`config.mk`:
```
export PLATFORM = sky130hd
export DESIGN_NAME = alu_pipe_flat
export DESIGN_NICKNAME = d
export VERILOG_FILES = /design/src/rtl/alu_pipe_if.sv /design/src/rtl/alu_pipe.sv /design/src/flat_wrapper.sv
export SDC_FILE = /design/constraint.sdc
export NUM_CORES = 1
export LEC_CHECK = 0
export ABC_AREA = 1
export BUFFER_PORTS_ARGS = -buffer_cell sky130_fd_sc_hd__buf_2
export CAP_MARGIN = 20
export CELL_PAD_IN_SITES_DETAIL_PLACEMENT = 0
export CELL_PAD_IN_SITES_GLOBAL_PLACEMENT = 1
export CORE_MARGIN = 2
export CORE_UTILIZATION = 41
export CTS_BUF_LIST = sky130_fd_sc_hd__clkbuf_8
export CTS_CLUSTER_SIZE = 10
export DETAILED_ROUTE_END_ITERATION = 6
export PLACE_DENSITY = 0.91
export SLEW_MARGIN = 25
export SYNTH_ARGS = -nofsm -noshare
export SYNTH_HDL_FRONTEND = slang
export SYNTH_SLANG_ARGS = --single-unit
```
`constraint.sdc`:
```
create_clock -name clk -period 2.3 [get_ports clk]
set_input_delay 0.46 -clock clk [delete_from_list [all_inputs] [get_ports clk]]
set_output_delay 0.46 -clock clk [all_outputs]
set_load 0.05 [all_outputs]
```
`src/rtl/alu_pipe_if.sv`:
```
// Operand/result handshake bundle for alu_pipe.
// The controller drives the master side; alu_pipe uses the slave side.
interface alu_pipe_if #(
  parameter int unsigned WIDTH = 4
);
  logic             in_valid;
  logic             in_ready;
  logic [WIDTH-1:0] a;
  logic [WIDTH-1:0] b;
  logic [2:0]       opcode;
  logic             use_acc;
  logic             out_valid;
  logic             out_ready;
  logic [WIDTH-1:0] x;
  logic [3:0]       flags;
  logic [WIDTH-1:0] acc;

  modport master (
    output in_valid, a, b, opcode, use_acc, out_ready,
    input  in_ready, out_valid, x, flags, acc
  );

  modport slave (
    input  in_valid, a, b, opcode, use_acc, out_ready,
    output in_ready, out_valid, x, flags, acc
  );
endinterface

```
`src/rtl/alu_pipe.sv`:
```
// Two-stage pipelined ALU with a result accumulator and valid/ready on both sides.
// S1 holds operands; the result is computed on the S1->S2 transfer and registered in S2.
module alu_pipe #(
  parameter int unsigned WIDTH = 4
) (
  input logic       clk,
  input logic       rst,
  alu_pipe_if.slave bus
);
  localparam int unsigned SHW = $clog2(WIDTH);

  typedef enum logic [2:0] {
    OP_ADD = 3'b000,
    OP_SUB = 3'b001,
    OP_AND = 3'b010,
    OP_OR  = 3'b011,
    OP_XOR = 3'b100,
    OP_NOT = 3'b101,
    OP_SHL = 3'b110,
    OP_SHR = 3'b111
  } op_e;

  logic             s1_valid;
  logic [WIDTH-1:0] s1_a;
  logic [WIDTH-1:0] s1_b;
  op_e              s1_op;
  logic             s1_use_acc;

  logic             out_valid_q;
  logic [WIDTH-1:0] x_q;
  logic [3:0]       flags_q;
  logic [WIDTH-1:0] acc_q;

  logic             s2_adv;
  logic             s1_adv;
  logic             in_fire;

  logic [WIDTH-1:0] eff_a;
  logic [WIDTH:0]   add_ext;
  logic [WIDTH:0]   sub_ext;
  logic [SHW-1:0]   shamt;
  logic [WIDTH-1:0] res;
  logic             res_c;
  logic             res_v;
  logic [3:0]       res_flags;

  // Only out_ready reaches in_ready combinationally.
  assign s2_adv  = !out_valid_q || bus.out_ready;
  assign s1_adv  = s1_valid && s2_adv;
  assign in_fire = bus.in_valid && bus.in_ready;

  assign bus.in_ready  = !s1_valid || s2_adv;
  assign bus.out_valid = out_valid_q;
  assign bus.x         = x_q;
  assign bus.flags     = flags_q;
  assign bus.acc       = acc_q;

  // Result datapath from S1 contents; acc sampled at the transfer gives chaining for free.
  always_comb begin
    eff_a   = s1_use_acc ? acc_q : s1_a;
    add_ext = {1'b0, eff_a} + {1'b0, s1_b};
    sub_ext = {1'b0, eff_a} - {1'b0, s1_b};
    shamt   = s1_b[SHW-1:0];
    res     = '0;
    res_c   = 1'b0;
    res_v   = 1'b0;
    case (s1_op)
      OP_ADD: begin
        res   = add_ext[WIDTH-1:0];
        res_c = add_ext[WIDTH];
        res_v = (eff_a[WIDTH-1] == s1_b[WIDTH-1]) && (add_ext[WIDTH-1] != eff_a[WIDTH-1]);
      end
      OP_SUB: begin
        res   = sub_ext[WIDTH-1:0];
        res_c = sub_ext[WIDTH];
        res_v = (eff_a[WIDTH-1] != s1_b[WIDTH-1]) && (sub_ext[WIDTH-1] != eff_a[WIDTH-1]);
      end
      OP_AND:  res = eff_a & s1_b;
      OP_OR:   res = eff_a | s1_b;
      OP_XOR:  res = eff_a ^ s1_b;
      OP_NOT:  res = ~eff_a;
      OP_SHL:  res = eff_a << shamt;
      OP_SHR:  res = eff_a >> shamt;
      default: res = '0;
    endcase
    res_flags = {res_v, res_c, res[WIDTH-1], (res == '0)};
  end

  // S1 operand stage.
  always_ff @(posedge clk or posedge rst) begin
    if (rst) begin
      s1_valid   <= 1'b0;
      s1_a       <= '0;
      s1_b       <= '0;
      s1_op      <= OP_ADD;
      s1_use_acc <= 1'b0;
    end else if (in_fire) begin
      s1_valid   <= 1'b1;
      s1_a       <= bus.a;
      s1_b       <= bus.b;
      s1_op      <= op_e'(bus.opcode);
      s1_use_acc <= bus.use_acc;
    end else if (s1_adv) begin
      s1_valid   <= 1'b0;
    end
  end

  // S2 result stage and accumulator.
  always_ff @(posedge clk or posedge rst) begin
    if (rst) begin
      out_valid_q <= 1'b0;
      x_q         <= '0;
      flags_q     <= '0;
      acc_q       <= '0;
    end else if (s2_adv) begin
      out_valid_q <= s1_valid;
      if (s1_valid) begin
        x_q     <= res;
        flags_q <= res_flags;
        acc_q   <= res;
      end
    end
  end
endmodule

```
`src/flat_wrapper.sv`:
```
// flat-port wrapper written by rule: the top's interface ports become plain ports
module alu_pipe_flat 
#(
  parameter int unsigned WIDTH = 4
)
  (clk, rst, bus_in_valid, bus_a, bus_b, bus_opcode, bus_use_acc, bus_out_ready, bus_in_ready, bus_out_valid, bus_x, bus_flags, bus_acc);
  alu_pipe_if #(.WIDTH(WIDTH)) bus_i ();
  input logic clk;
  input logic rst;
  input wire logic [$bits(bus_i.in_valid)-1:0] bus_in_valid;
  input wire logic [$bits(bus_i.a)-1:0] bus_a;
  input wire logic [$bits(bus_i.b)-1:0] bus_b;
  input wire logic [$bits(bus_i.opcode)-1:0] bus_opcode;
  input wire logic [$bits(bus_i.use_acc)-1:0] bus_use_acc;
  input wire logic [$bits(bus_i.out_ready)-1:0] bus_out_ready;
  output wire logic [$bits(bus_i.in_ready)-1:0] bus_in_ready;
  output wire logic [$bits(bus_i.out_valid)-1:0] bus_out_valid;
  output wire logic [$bits(bus_i.x)-1:0] bus_x;
  output wire logic [$bits(bus_i.flags)-1:0] bus_flags;
  output wire logic [$bits(bus_i.acc)-1:0] bus_acc;
  assign bus_i.in_valid = bus_in_valid;
  assign bus_i.a = bus_a;
  assign bus_i.b = bus_b;
  assign bus_i.opcode = bus_opcode;
  assign bus_i.use_acc = bus_use_acc;
  assign bus_i.out_ready = bus_out_ready;
  assign bus_in_ready = bus_i.in_ready;
  assign bus_out_valid = bus_i.out_valid;
  assign bus_x = bus_i.x;
  assign bus_flags = bus_i.flags;
  assign bus_acc = bus_i.acc;
  alu_pipe #(.WIDTH(WIDTH)) u_core (.clk(clk), .rst(rst), .bus(bus_i));
endmodule
```
==> flow_summary.json <==
{
  "outcome": "complete, no violations",
  "overflow": 0,
  "cts_root_buffer": "clkbuf_8",
  "yosys_warnings": 0,
  "hold_class": "primary input to async pin",
  "drive_gt1_share_pct": 23.5,
  "syn_area_mm2": 0.00175,
  "synth_edf_count": 0,
  "start_util_pct": 43.1,
  "clkPwrFrac_pct": 10.5,
  "synth.avg_cell_area_um2": 6.94,
  "ys_seq_area_share_pct": 30.1,
  "endpoint_kind": "flop",
  "final_nets": 316,
  "ir_drop_mv": 0.455,
  "final_area_mm2": 0.00200,
  "async_reset_ff_share_pct": 100,
  "port_buffers": 29,
  "yosys-top-cells-count": "66 x nand2_1, 32 x nor2_1, 28 x inv_1, 23 x nand3_1, 21 x dfrtp_1",
  "grt_pass1_vias": 1452,
  "rows": 23,
  "path_max_fanout": 5,
  "dpl.hpwl_mm": 3.16,
  "area_growth_pct": 14.3,
  "critPathArrivalTime_ns": 2.39,
  "synth_top_area_share_pct": 30.1,
  "worst_slew_pin_slew_ns": 0.744,
  "slew_headroom_pct": 50.3,
  "clock-sinks": 21,
  "fin_skew_ns": 0.00734,
  "power.internal_w": 0.000984,
  "vias": 1595,
  "hold_slack_ns": 0.320,
  "ys_ff_latch": 21,
  "antenna_left": 0,
  "netSwitchingPower_w": 0.00120,
  "drt-total-wl_mm": 3.94,
  "cts_hold_buffers": 0,
  "crit_required_ns": 2.50,
  "io-pin-count": 30,
  "setup_viol": 0,
  "swShare_pct": 54.9,
  "clkLatencyLatePin_ns": 0.26,
  "fin_crit_ns": 2.19,
  "synthCells": 252,
  "grt_max_degree": 22,
  "power-per-cell-area_mw_per_mm2": 1090,
  "drt-wirelength-per-cell_um": 11.9,
  "fp.dieW_um": 69.3,
  "drt-pass1-iter-count": 4,
  "path_clk_slew_ns": 0.08,
  "syn-num-nets": 286,
  "p_leak_nw": 1.12,
  "max-clock-path-buffers": 2,
  "synthFlopType": "dfrtp_1",
  "grt_pass1_wl_mm": 6.71,
  "cts_buffers": 3,
  "dpl_cell_area_mm2": 0.00191,
  "fin_crit_sh_pct": 95.2,
  "drv_slew": 0,
  "cp-start-kind": "flop",
  "rsz0062_at_grt": "true",
  "pwr-share-seq_pct": 24.9,
  "coreArea_mm2": 0.00406,
  "antenna_found_initial": 0,
  "synth_area_leader_cell": "dfrtp_1",
  "drc": 0,
  "htreeDepth": 1,
  "hold_viol": 0,
  "grt_use_total_pct": 16.8,
  "clock.fmax_mhz": 457,
  "yosysUniqueCellTypes": 27,
  "ys_top_cells_by_area": "dfrtp_1 30%, nand2_1 14%, ha_1 11%, nor2_1 6.9%, nand3_1 6.6%",
  "cts_tree": "done",
  "drtIter0Drc": 108,
  "maxCapViolations": 0,
  "die-area_mm2": 0.00480,
  "place_congestion": 0.874,
  "synth.most_common_cell": "nand2_1",
  "dieHeight_um": 69.3,
  "routed_via_density": 4.82,
  "n_antenna_cell": 0,
  "critical_path_class": "flop to flop",
  "r2r_setup_slack_ns": 0.11,
  "combPwrFrac_pct": 64.6
}
-- flip-flops by register name (all words and copies together), names as in the netlist --
register,cells
u_core.bus.flags,4
u_core.s1_a,4
u_core.s1_b,4
u_core.bus.x,3
u_core.s1_op,3
u_core.bus.out_valid,1
u_core.s1_use_acc,1
u_core.s1_valid,1
-- timing repair --
item                                    in CTS  in global routing
endpoints found under the hold margin        0                  0
buffers inserted                             0                  2
resized for setup                            0                  8
endpoints found under the setup margin       0                  4
-- area by class of cell --
class / count / area [um2]
Fill cell: 412 / 2060
Multi-Input combinational cell: 189 / 1060
Sequential cell: 21 / 526
Timing Repair Buffer: 33 / 175
Inverter: 34 / 128
Tap cell: 50 / 62.6
Clock buffer: 3 / 41.3
Clock inverter: 1 / 3.75
-- worst max-delay path, stage by stage (launching register included) --
cell	delay, ns
dfrtp_1	0.42
inv_2	0.14
nand2_4	0.08
nand2_4	0.09
inv_2	0.05
ha_1	0.23
fa_1	0.38
or2_2	0.30
nand3_1	0.08
nand3_1	0.11
a21oi_1	0.14
nand2_1	0.07
nand2_1	0.05
-- path summary, 6_finish.rpt --
check | cells after the start | startpoint | to
max | 12 | u_core.s1_use_acc | u_core.bus.flags[0]
min | 2 | rst | u_core.s1_valid
max reg2reg | 12 | u_core.s1_use_acc | u_core.bus.flags[0]
min reg2reg | 2 | u_core.bus.flags[0] | u_core.bus.flags[0]
max in group asynchronous | 2 | rst | u_core.s1_b[2]
min in group clk | 2 | bus_a[3] | u_core.s1_a[3]
-- placed cells by master, fill, tap and decap left out, types with 2 or more instances in the layout --
| master | n |
|---|---|
| mux2_2 | 2 |
| nor2_1 | 31 |
| a21oi_1 | 17 |
| inv_2 | 6 |
| nand2_2 | 5 |
| nor2_2 | 7 |
| ha_1 | 14 |
| nand3_1 | 23 |
| nor3_1 | 2 |
| nand2_4 | 4 |
| ha_2 | 2 |
| xor2_1 | 3 |
| inv_1 | 28 |
| dfrtp_1 | 21 |
| buf_4 | 4 |
| nand2_1 | 66 |
| clkbuf_8 | 3 |
| buf_2 | 29 |
| o21ai_0 | 4 |
-- routing by layer --
| layer | global-route usage [%] | wire length (um) | up-vias | share of wire (%) |
|---|---|---|---|---|
| li1 | - | - | 840 | - |
| met4 | 2.61 | 19 | 0 | 0.48 |
| met3 | 2.18 | 116 | 2 | 2.9 |
| met2 | 27.1 | 1840 | 30 | 47 |
| met5 | 0 | 0 | - | 0 |
| met1 | 24.6 | 1970 | 723 | 50 |
-- power by group through the flow --
stage | clock network (W) | registers (W) | logic, W
2_1_floorplan | 0 | 0.000741 | 0.000927
3_3_place_gp | 0 | 0.000545 | 0.00136
3_5_place_dp | 0 | 0.000549 | 0.00136
4_1_cts | 0.000235 | 0.000541 | 0.00137
5_1_grt | 0.000255 | 0.000558 | 0.00156
6_report | 0.000230 | 0.000543 | 0.00141
-- through the flow --
| step | instances | setup WS [ns] | TNS [ns] | utilization, % | power (W) |
|---|---|---|---|---|---|
| global route | 331 | -0.0108 | -0.0108 | 49.2 | 0.00237 |
| global placement | 325 | 0.146 | 0 | 47.2 | 0.00190 |
| floorplan | 252 | 0.0524 | 0 | - | 0.00167 |
| CTS | 329 | 0.0898 | 0 | 48.3 | 0.00215 |
| detailed placement | 325 | 0.121 | 0 | 47.2 | 0.00191 |
| finish | 331 | 0.111 | 0 | 49.2 | 0.00218 |
-- logic make-up (layout without fill, tap and decap cells) --
group                      count (synthesis)  count (layout)  synth area share [%]
adders and majority gates                 18              18                  13.7
and+or+nand+nor                          140             140                  35.1
xor gates and xnor gates                   3               3                  1.50
DFF                                       21              21                  30.1
AOI/OAI and AO/OA                         26              26                  7.80
buffers and inverters                     42              71                  10.5
muxes                                      2               2                  1.29
No activity file was read; power rests on OpenSTA's default activity.
